**src/rtl/hdmi_aux_pkg.sv**
```systemverilog
// Shared definitions for the HDMI aux packet scheduler: source indices,
// packet geometry, FSM encoding and small helpers.
package hdmi_aux_pkg;

  localparam logic [1:0] SRC_A = 2'd0;  // audio sample
  localparam logic [1:0] SRC_B = 2'd1;  // clock regeneration
  localparam logic [1:0] SRC_C = 2'd2;  // AVI infoframe
  localparam logic [1:0] SRC_D = 2'd3;  // audio infoframe

  localparam int PACKET_SLOTS       = 32;
  localparam int ISLAND_OVH_DEFAULT = 12;

  typedef enum logic [1:0] {
    ST_IDLE    = 2'd0,
    ST_REQUEST = 2'd1,
    ST_ISLAND  = 2'd2
  } sched_state_e;

  function automatic logic [2:0] popcount4(input logic [3:0] v);
    return 3'(v[0]) + 3'(v[1]) + 3'(v[2]) + 3'(v[3]);
  endfunction

endpackage

```
**src/rtl/hdmi_aux_rr_arbiter.sv**
```systemverilog
// Combinational 4-way round-robin arbiter with optional fixed priority for
// source A. Search starts at ptr_i; the caller owns and advances the pointer.
module hdmi_aux_rr_arbiter
  import hdmi_aux_pkg::*;
#(
  parameter bit PRIO_A = 1'b1
) (
  input  logic [3:0] req_i,
  input  logic [1:0] ptr_i,
  output logic [3:0] gnt_o,
  output logic [1:0] idx_o,
  output logic       none_o
);

  logic [1:0] cand;

  // Pick A outright when it has priority, else first requester from ptr_i.
  always_comb begin
    gnt_o  = 4'b0000;
    idx_o  = SRC_A;
    none_o = 1'b1;
    cand   = ptr_i;
    if (PRIO_A && req_i[SRC_A]) begin
      gnt_o[SRC_A] = 1'b1;
      idx_o        = SRC_A;
      none_o       = 1'b0;
    end else begin
      for (int k = 0; k < 4; k++) begin
        cand = ptr_i + 2'(k);
        if (none_o && req_i[cand] && !(PRIO_A && cand == SRC_A)) begin
          gnt_o[cand] = 1'b1;
          idx_o       = cand;
          none_o      = 1'b0;
        end
      end
    end
  end

endmodule

```
**src/rtl/hdmi_aux_scheduler.sv**
```systemverilog
// HDMI data-island scheduler: sizes each island to the remaining blanking
// room, requests it from the video sequencer and arbitrates the owner of
// every 32-slot packet among four aux sources.
// Optional build macro HDMI_AUX_SCHED_STATS_EN adds per-frame packet/null
// statistics outputs.
module hdmi_aux_scheduler
  import hdmi_aux_pkg::*;
#(
  parameter int MAX_PACKETS    = 4,
  parameter int ISLAND_OVH     = ISLAND_OVH_DEFAULT,
  parameter int MIN_CTRL       = 12,
  parameter int AUDIO_PRIORITY = 1
) (
  input  logic        clk,
  input  logic        reset_n,
  input  logic [3:0]  ready,
  input  logic [11:0] blank_cycles_left,
  input  logic        ae,
  input  logic [4:0]  slot,
  input  logic        packet_end,
  input  logic        frame_end,
  output logic        aux_request,
  output logic [4:0]  island_len,
  output logic [3:0]  enable,
  output logic [1:0]  sel,
  output logic        null_packet
`ifdef HDMI_AUX_SCHED_STATS_EN
  ,
  output logic [15:0] stat_packets,
  output logic [15:0] stat_nulls
`endif
);

  localparam logic [12:0] BASE_CYC  = 13'(ISLAND_OVH + MIN_CTRL);
  localparam logic [4:0]  MAX_LEN   = 5'(MAX_PACKETS);
  localparam logic [4:0]  LAST_SLOT = 5'(PACKET_SLOTS - 1);

  sched_state_e state_q, state_d;
  logic [4:0]   len_q, len_d;
  logic [4:0]   pkt_q, pkt_d;
  logic [3:0]   grant_q, grant_d;
  logic [3:0]   used_q, used_d;
  logic [1:0]   sel_q, sel_d;
  logic [1:0]   ptr_q, ptr_d;
  logic [1:0]   pend_ptr_q, pend_ptr_d;
  logic         null_q, null_d;

  logic [3:0]   arb_req, arb_gnt;
  logic [1:0]   arb_idx;
  logic         arb_none;

  logic [4:0]   n_pk, fit;
  logic [12:0]  room, need;
  logic [7:0]   kmax;
  logic         too_short, pkt_done, last_pkt;

  // Pointer lands just after the winner; a priority win by A leaves it alone
  // and, in priority mode, the rotation covers only B..D.
  function automatic logic [1:0] ptr_after(input logic [1:0] win, input logic [1:0] cur);
    if (AUDIO_PRIORITY != 0) begin
      if (win == SRC_A) return cur;
      if (win == SRC_D) return SRC_B;
    end
    return win + 2'd1;
  endfunction

  // Island sizing: how many packets fit in the blanking still available.
  always_comb begin
    n_pk = {2'b00, popcount4(ready)};
    if (n_pk > MAX_LEN) n_pk = MAX_LEN;
    room      = ({1'b0, blank_cycles_left} >= BASE_CYC) ? ({1'b0, blank_cycles_left} - BASE_CYC) : 13'd0;
    kmax      = 8'(room >> 5);
    fit       = ({3'b000, n_pk} <= kmax) ? n_pk : kmax[4:0];
    need      = BASE_CYC + {3'b000, len_q, 5'b00000};
    too_short = ({1'b0, blank_cycles_left} < need);
  end

  assign pkt_done = packet_end && (slot == LAST_SLOT);
  assign last_pkt = (pkt_q == len_q - 5'd1);
  // Inside an island, sources already served must re-arm before winning again.
  assign arb_req  = (state_q == ST_ISLAND) ? (ready & ~used_q) : ready;

  hdmi_aux_rr_arbiter #(
    .PRIO_A (AUDIO_PRIORITY != 0)
  ) u_arb (
    .req_i  (arb_req),
    .ptr_i  (ptr_q),
    .gnt_o  (arb_gnt),
    .idx_o  (arb_idx),
    .none_o (arb_none)
  );

  // Next-state logic for the request/island sequence and packet ownership.
  always_comb begin
    state_d    = state_q;
    len_d      = len_q;
    pkt_d      = pkt_q;
    grant_d    = grant_q;
    used_d     = used_q;
    sel_d      = sel_q;
    ptr_d      = ptr_q;
    pend_ptr_d = pend_ptr_q;
    null_d     = null_q;
    unique case (state_q)
      ST_IDLE: begin
        grant_d = 4'b0000;
        sel_d   = SRC_A;
        null_d  = 1'b0;
        if (!ae && fit != 5'd0) begin
          state_d    = ST_REQUEST;
          len_d      = fit;
          pkt_d      = 5'd0;
          used_d     = 4'b0000;
          grant_d    = arb_gnt;
          sel_d      = arb_idx;
          // Pointer advance is held back until the island actually starts.
          pend_ptr_d = ptr_after(arb_idx, ptr_q);
        end
      end
      ST_REQUEST: begin
        if (ae) begin
          state_d = ST_ISLAND;
          ptr_d   = pend_ptr_q;
          used_d  = grant_q;
        end else if (too_short) begin
          state_d = ST_IDLE;
          grant_d = 4'b0000;
          sel_d   = SRC_A;
        end
      end
      ST_ISLAND: begin
        // A non-owner seen idle is re-armed for this island.
        used_d = used_q & (ready | grant_q);
        if (pkt_done) begin
          if (last_pkt) begin
            state_d = ST_IDLE;
            grant_d = 4'b0000;
            sel_d   = SRC_A;
            null_d  = 1'b0;
          end else begin
            pkt_d = pkt_q + 5'd1;
            if (arb_none) begin
              grant_d = 4'b0000;
              sel_d   = SRC_A;
              null_d  = 1'b1;
            end else begin
              grant_d = arb_gnt;
              sel_d   = arb_idx;
              null_d  = 1'b0;
              ptr_d   = ptr_after(arb_idx, ptr_q);
              used_d  = used_d | arb_gnt;
            end
          end
        end
      end
      default: state_d = ST_IDLE;
    endcase
  end

  // Scheduler state registers; reset clears every output-driving register.
  always_ff @(posedge clk or negedge reset_n) begin
    if (!reset_n) begin
      state_q    <= ST_IDLE;
      len_q      <= 5'd0;
      pkt_q      <= 5'd0;
      grant_q    <= 4'b0000;
      used_q     <= 4'b0000;
      sel_q      <= SRC_A;
      ptr_q      <= SRC_B;
      pend_ptr_q <= SRC_B;
      null_q     <= 1'b0;
    end else begin
      state_q    <= state_d;
      len_q      <= len_d;
      pkt_q      <= pkt_d;
      grant_q    <= grant_d;
      used_q     <= used_d;
      sel_q      <= sel_d;
      ptr_q      <= ptr_d;
      pend_ptr_q <= pend_ptr_d;
      null_q     <= null_d;
    end
  end

  // Grant is prepared during REQUEST but only shown while island data flows.
  assign aux_request = (state_q == ST_REQUEST) && !ae;
  assign island_len  = len_q;
  assign enable      = ae ? grant_q : 4'b0000;
  assign sel         = sel_q;
  assign null_packet = ae && null_q;

`ifdef HDMI_AUX_SCHED_STATS_EN
  logic [15:0] pk_cnt_q, nl_cnt_q, stat_pk_q, stat_nl_q;
  logic        grant_evt, null_evt;

  function automatic logic [15:0] sat_inc(input logic [15:0] v, input logic en);
    return (en && v != 16'hFFFF) ? v + 16'd1 : v;
  endfunction

  assign grant_evt = (state_q == ST_REQUEST && ae) ||
                     (state_q == ST_ISLAND && pkt_done && !last_pkt && !arb_none);
  assign null_evt  = (state_q == ST_ISLAND && pkt_done && !last_pkt && arb_none);

  // Per-frame counters; frame_end publishes them and starts the next frame.
  always_ff @(posedge clk or negedge reset_n) begin
    if (!reset_n) begin
      pk_cnt_q  <= 16'd0;
      nl_cnt_q  <= 16'd0;
      stat_pk_q <= 16'd0;
      stat_nl_q <= 16'd0;
    end else if (frame_end) begin
      stat_pk_q <= pk_cnt_q;
      stat_nl_q <= nl_cnt_q;
      pk_cnt_q  <= {15'd0, grant_evt};
      nl_cnt_q  <= {15'd0, null_evt};
    end else begin
      pk_cnt_q  <= sat_inc(pk_cnt_q, grant_evt);
      nl_cnt_q  <= sat_inc(nl_cnt_q, null_evt);
    end
  end

  assign stat_packets = stat_pk_q;
  assign stat_nulls   = stat_nl_q;
`else
  logic unused_frame_end;
  assign unused_frame_end = frame_end;
`endif

endmodule

```
**config.mk**
```make
export PLATFORM = sky130hd
export DESIGN_NAME = hdmi_aux_scheduler
export DESIGN_NICKNAME = d
export VERILOG_FILES = /design/src/rtl/hdmi_aux_pkg.sv /design/src/rtl/hdmi_aux_rr_arbiter.sv /design/src/rtl/hdmi_aux_scheduler.sv
export SDC_FILE = /design/constraint.sdc
export NUM_CORES = 1
export LEC_CHECK = 0
export BUFFER_PORTS_ARGS = -buffer_cell sky130_fd_sc_hd__buf_2
export CAP_MARGIN = 20
export CORE_MARGIN = 1
export CORE_UTILIZATION = 35
export DETAILED_ROUTE_END_ITERATION = 16
export PLACE_DENSITY = 0.49
export SYNTH_ARGS = -nofsm -noshare
export SYNTH_HDL_FRONTEND = slang
export SYNTH_SLANG_ARGS = --single-unit
```
**constraint.sdc**
```tcl
create_clock -name clk -period 7.97 [get_ports clk]
set_clock_uncertainty 0.15 [all_clocks]
set_input_delay 0.3985 -clock clk [delete_from_list [all_inputs] [get_ports clk]]
set_output_delay 0.3985 -clock clk [all_outputs]
set_load 0.01 [all_outputs]
```
==> metrics.txt <==
crit-path max cell delay around 480 ps; post-synth top area cell dfrtp_1; post-DP HPWL 5100 µm; max_cap viols 0; total gr overflow 0; most frequent cell after synthesis nand2_1; # nets final between 300 and 400; Comb power frac 0.660; Detailed Route WL around 6500 µm; routed via count 2,329; Syn Inst Count ~290; ys async rst share 1.00; Crit path buffers/inverters 2; # resized after CTS 0; CTS Hold Bufs 0; Area growth syn-to-layout 11.2%; Arr. time, crit path 3960 ps; Clock Latency Late Sink roughly 280 ps; CP Launch Type primary input; Cell variety after synth 70; Starting Density 0.365; Inserted Clock Buffers 3; design area between 2000 and 3000 µm²; M3 GR Usage 0.0185; DIE AREA approximately 8000 µm²; synthesized cell area 2660 µm²; post-route clock period utilization 0.494; Critical Path Most Common Cell ha_1; final setup vio count 0; first-pass GRT wire length 11,100 µm; post-synth top area share 0.235; initial antenna violation count 0; chip height ~89 µm; Tightest Pin Transition ~720 ps; Setup crit end kind flip-flop; 1st-pass router iterations 4; Antenna Violating Nets Remaining 0; #FFs+latches synth 27; drt initial violations 99; grt met1 use 0.263; share of cells above drive strength 1 0.198; I/O Pins 39; main flop type after synthesis dfrtp_1; hold crit path type in -> async; Max Slew Vio Count 0; Placed Area 2910 µm²; Final min period 3940 ps; RSZ-0062 raised after global routing no; part of the power in registers 0.251; clk buf depth 2; Synth Warn # 0; vias in the first global route 2,234; cells on worst reg2reg path 11; status finished with violations; largest net degree at the start of global routing 28; CP Max Fanout 11; switch share 0.491; switching power around 0.45 mW; GRT Util Overall 0.179; Hold Slack -13.7 ps; reg2reg end ptr_q[1]; CP Class in -> reg; CTS sink count 27; pre-CTS WS around 3800 ps; Highest Clock Rate 254 MHz; Synth top cells by count nand2_1 (28), ha_1 (26), dfrtp_1 (25); Worst slew margin 0.518; failing checks negative hold slack; syn nets 347; ant diodes 0; Post-synth EDFFs 0; area of the core between 7000 and 8000 µm²; CTS tree done; DR WL/cell around 15 µm; # DRC 0; num rows 31; ranking of synthesized cells by area dfrtp_1 (24%), ha_1 (12%), mux4_2 (4.2%); met2 GRT Util 0.293; PD cells 311 nW/µm²; CP top delay family adder cells; Reg2Reg Setup Slack approximately 4100 ps; Pint about 0.47 mW; most used routing layer met2; leakage power ~1.4 nW; vias per inst 5.51; Slowest cell on crit path fa_1; Final Worst Setup Slack 4030 ps; port bufs 34; H-tree depth 1; CTS Root Cell clkbuf_8; Chip Width around 89 µm; worst-path cell chain buf_2 > fa_1 > ha_1 > ha_1 > nor2b_1 > ha_1 > nand2_1 > o21ai_0 > nand2_1 > o32a_1 > o31ai_1 > buf_4 > or2_1 > mux2_1; Fin. Hold Viols 19; RD Place Congestion between 0.8 and 0.9; setup TNS 0 ps; Post-CTS Setup Bufs 0; FF-to-FF Start state_q[0]; Max IR drop VDD 118 µV; syn avg cell area 9.04 µm²; Clk network pwr share 0.089; Clock Pin Slew Worst Setup and Hold Paths 100 ps; WP data required about 8000 ps; sequential fraction of the synthesis area 0.255
## through the flow
stage | cells | utilization | power [mW] | hold WS (ps)
floorplan | 294 | - | 0.693 | -47.1
global placement | 419 | 0.399 | 0.838 | 310
detailed placement | 419 | 0.399 | 0.836 | 314
CTS | 423 | 0.406 | 0.921 | 18.6
global route | 423 | 0.406 | 1.02 | 46.6
finish | 423 | 0.406 | 0.919 | -13.7
## cell type report
class	count	area, µm²
Clock buffer	3	41.3
Clock inverter	1	5.00
Fill cell	779	4330
Inverter	19	71.3
Multi-Input combinational cell	239	1860
Sequential cell	27	678
Tap cell	99	124
Timing Repair Buffer	35	178
## state kept, by name, indices dropped and copies added (netlist names)
signal	flops
sel	2
null_q	1
used_q	4
ptr_q	2
grant_q	4
pend_ptr_q	2
pkt_q	5
state_q	2
island_len	5
## cells in the final DEF (no fill, tap or decap), types with 4 or more instances in the layout
cell type and n:
nor3_1 4, or3_1 4, nand3_1 5, a31oi_1 4
and2_1 9, mux2i_1 7, nand2_1 28, mux4_2 5
dfrtp_1 25, a21oi_1 16, buf_2 34, nand2b_1 5
mux2_1 5, xnor2_1 4, inv_1 18, nand4_1 6
ha_1 26, o21ai_0 18, o31ai_1 6, nor2_1 13
o22ai_1 5
## worst max path at each step
stage	start	end	slack (ps)	depth (start not counted)
4_1_cts	ready[0]	island_len[1]	4040	14
2_1_floorplan	ready[0]	used_q[2]	4390	13
3_5_place_dp	ready[0]	island_len[1]	3750	14
3_3_place_gp	ready[0]	island_len[1]	3760	14
5_1_grt	state_q[0]	ptr_q[1]	3670	11
6_report	ready[0]	island_len[0]	4030	14
## layer usage
| metal | vias up | share of wire |
|---|---|---|
| met5 | - | 0 |
| met4 | 0 | 0.0045 |
| met3 | 4 | 0.043 |
| met2 | 56 | 0.46 |
| met1 | 1109 | 0.49 |
| li1 | 1160 | - |
## power by group through the flow
stage,Combinational [mW],Clock [mW],Sequential [mW]
after floorplan,0.474,0,0.218
after CTS,0.607,0.0843,0.230
after detailed placement,0.603,0,0.233
after global placement,0.605,0,0.233
after global routing,0.686,0.0905,0.240
final,0.606,0.0815,0.231
## kinds of logic after synthesis
| family | count (synthesis) | synth area share |
|---|---|---|
| AOI/OAI and AO/OA | 97 | 0.275 |
| and+or+nand+nor | 88 | 0.169 |
| buffers and inverters | 28 | 0.0452 |
| adders and majority gates | 27 | 0.130 |
| DFF | 27 | 0.255 |
| muxes | 20 | 0.103 |
| xor gates and xnor gates | 7 | 0.0231 |
No activity file was read; power rests on OpenSTA's default activity.
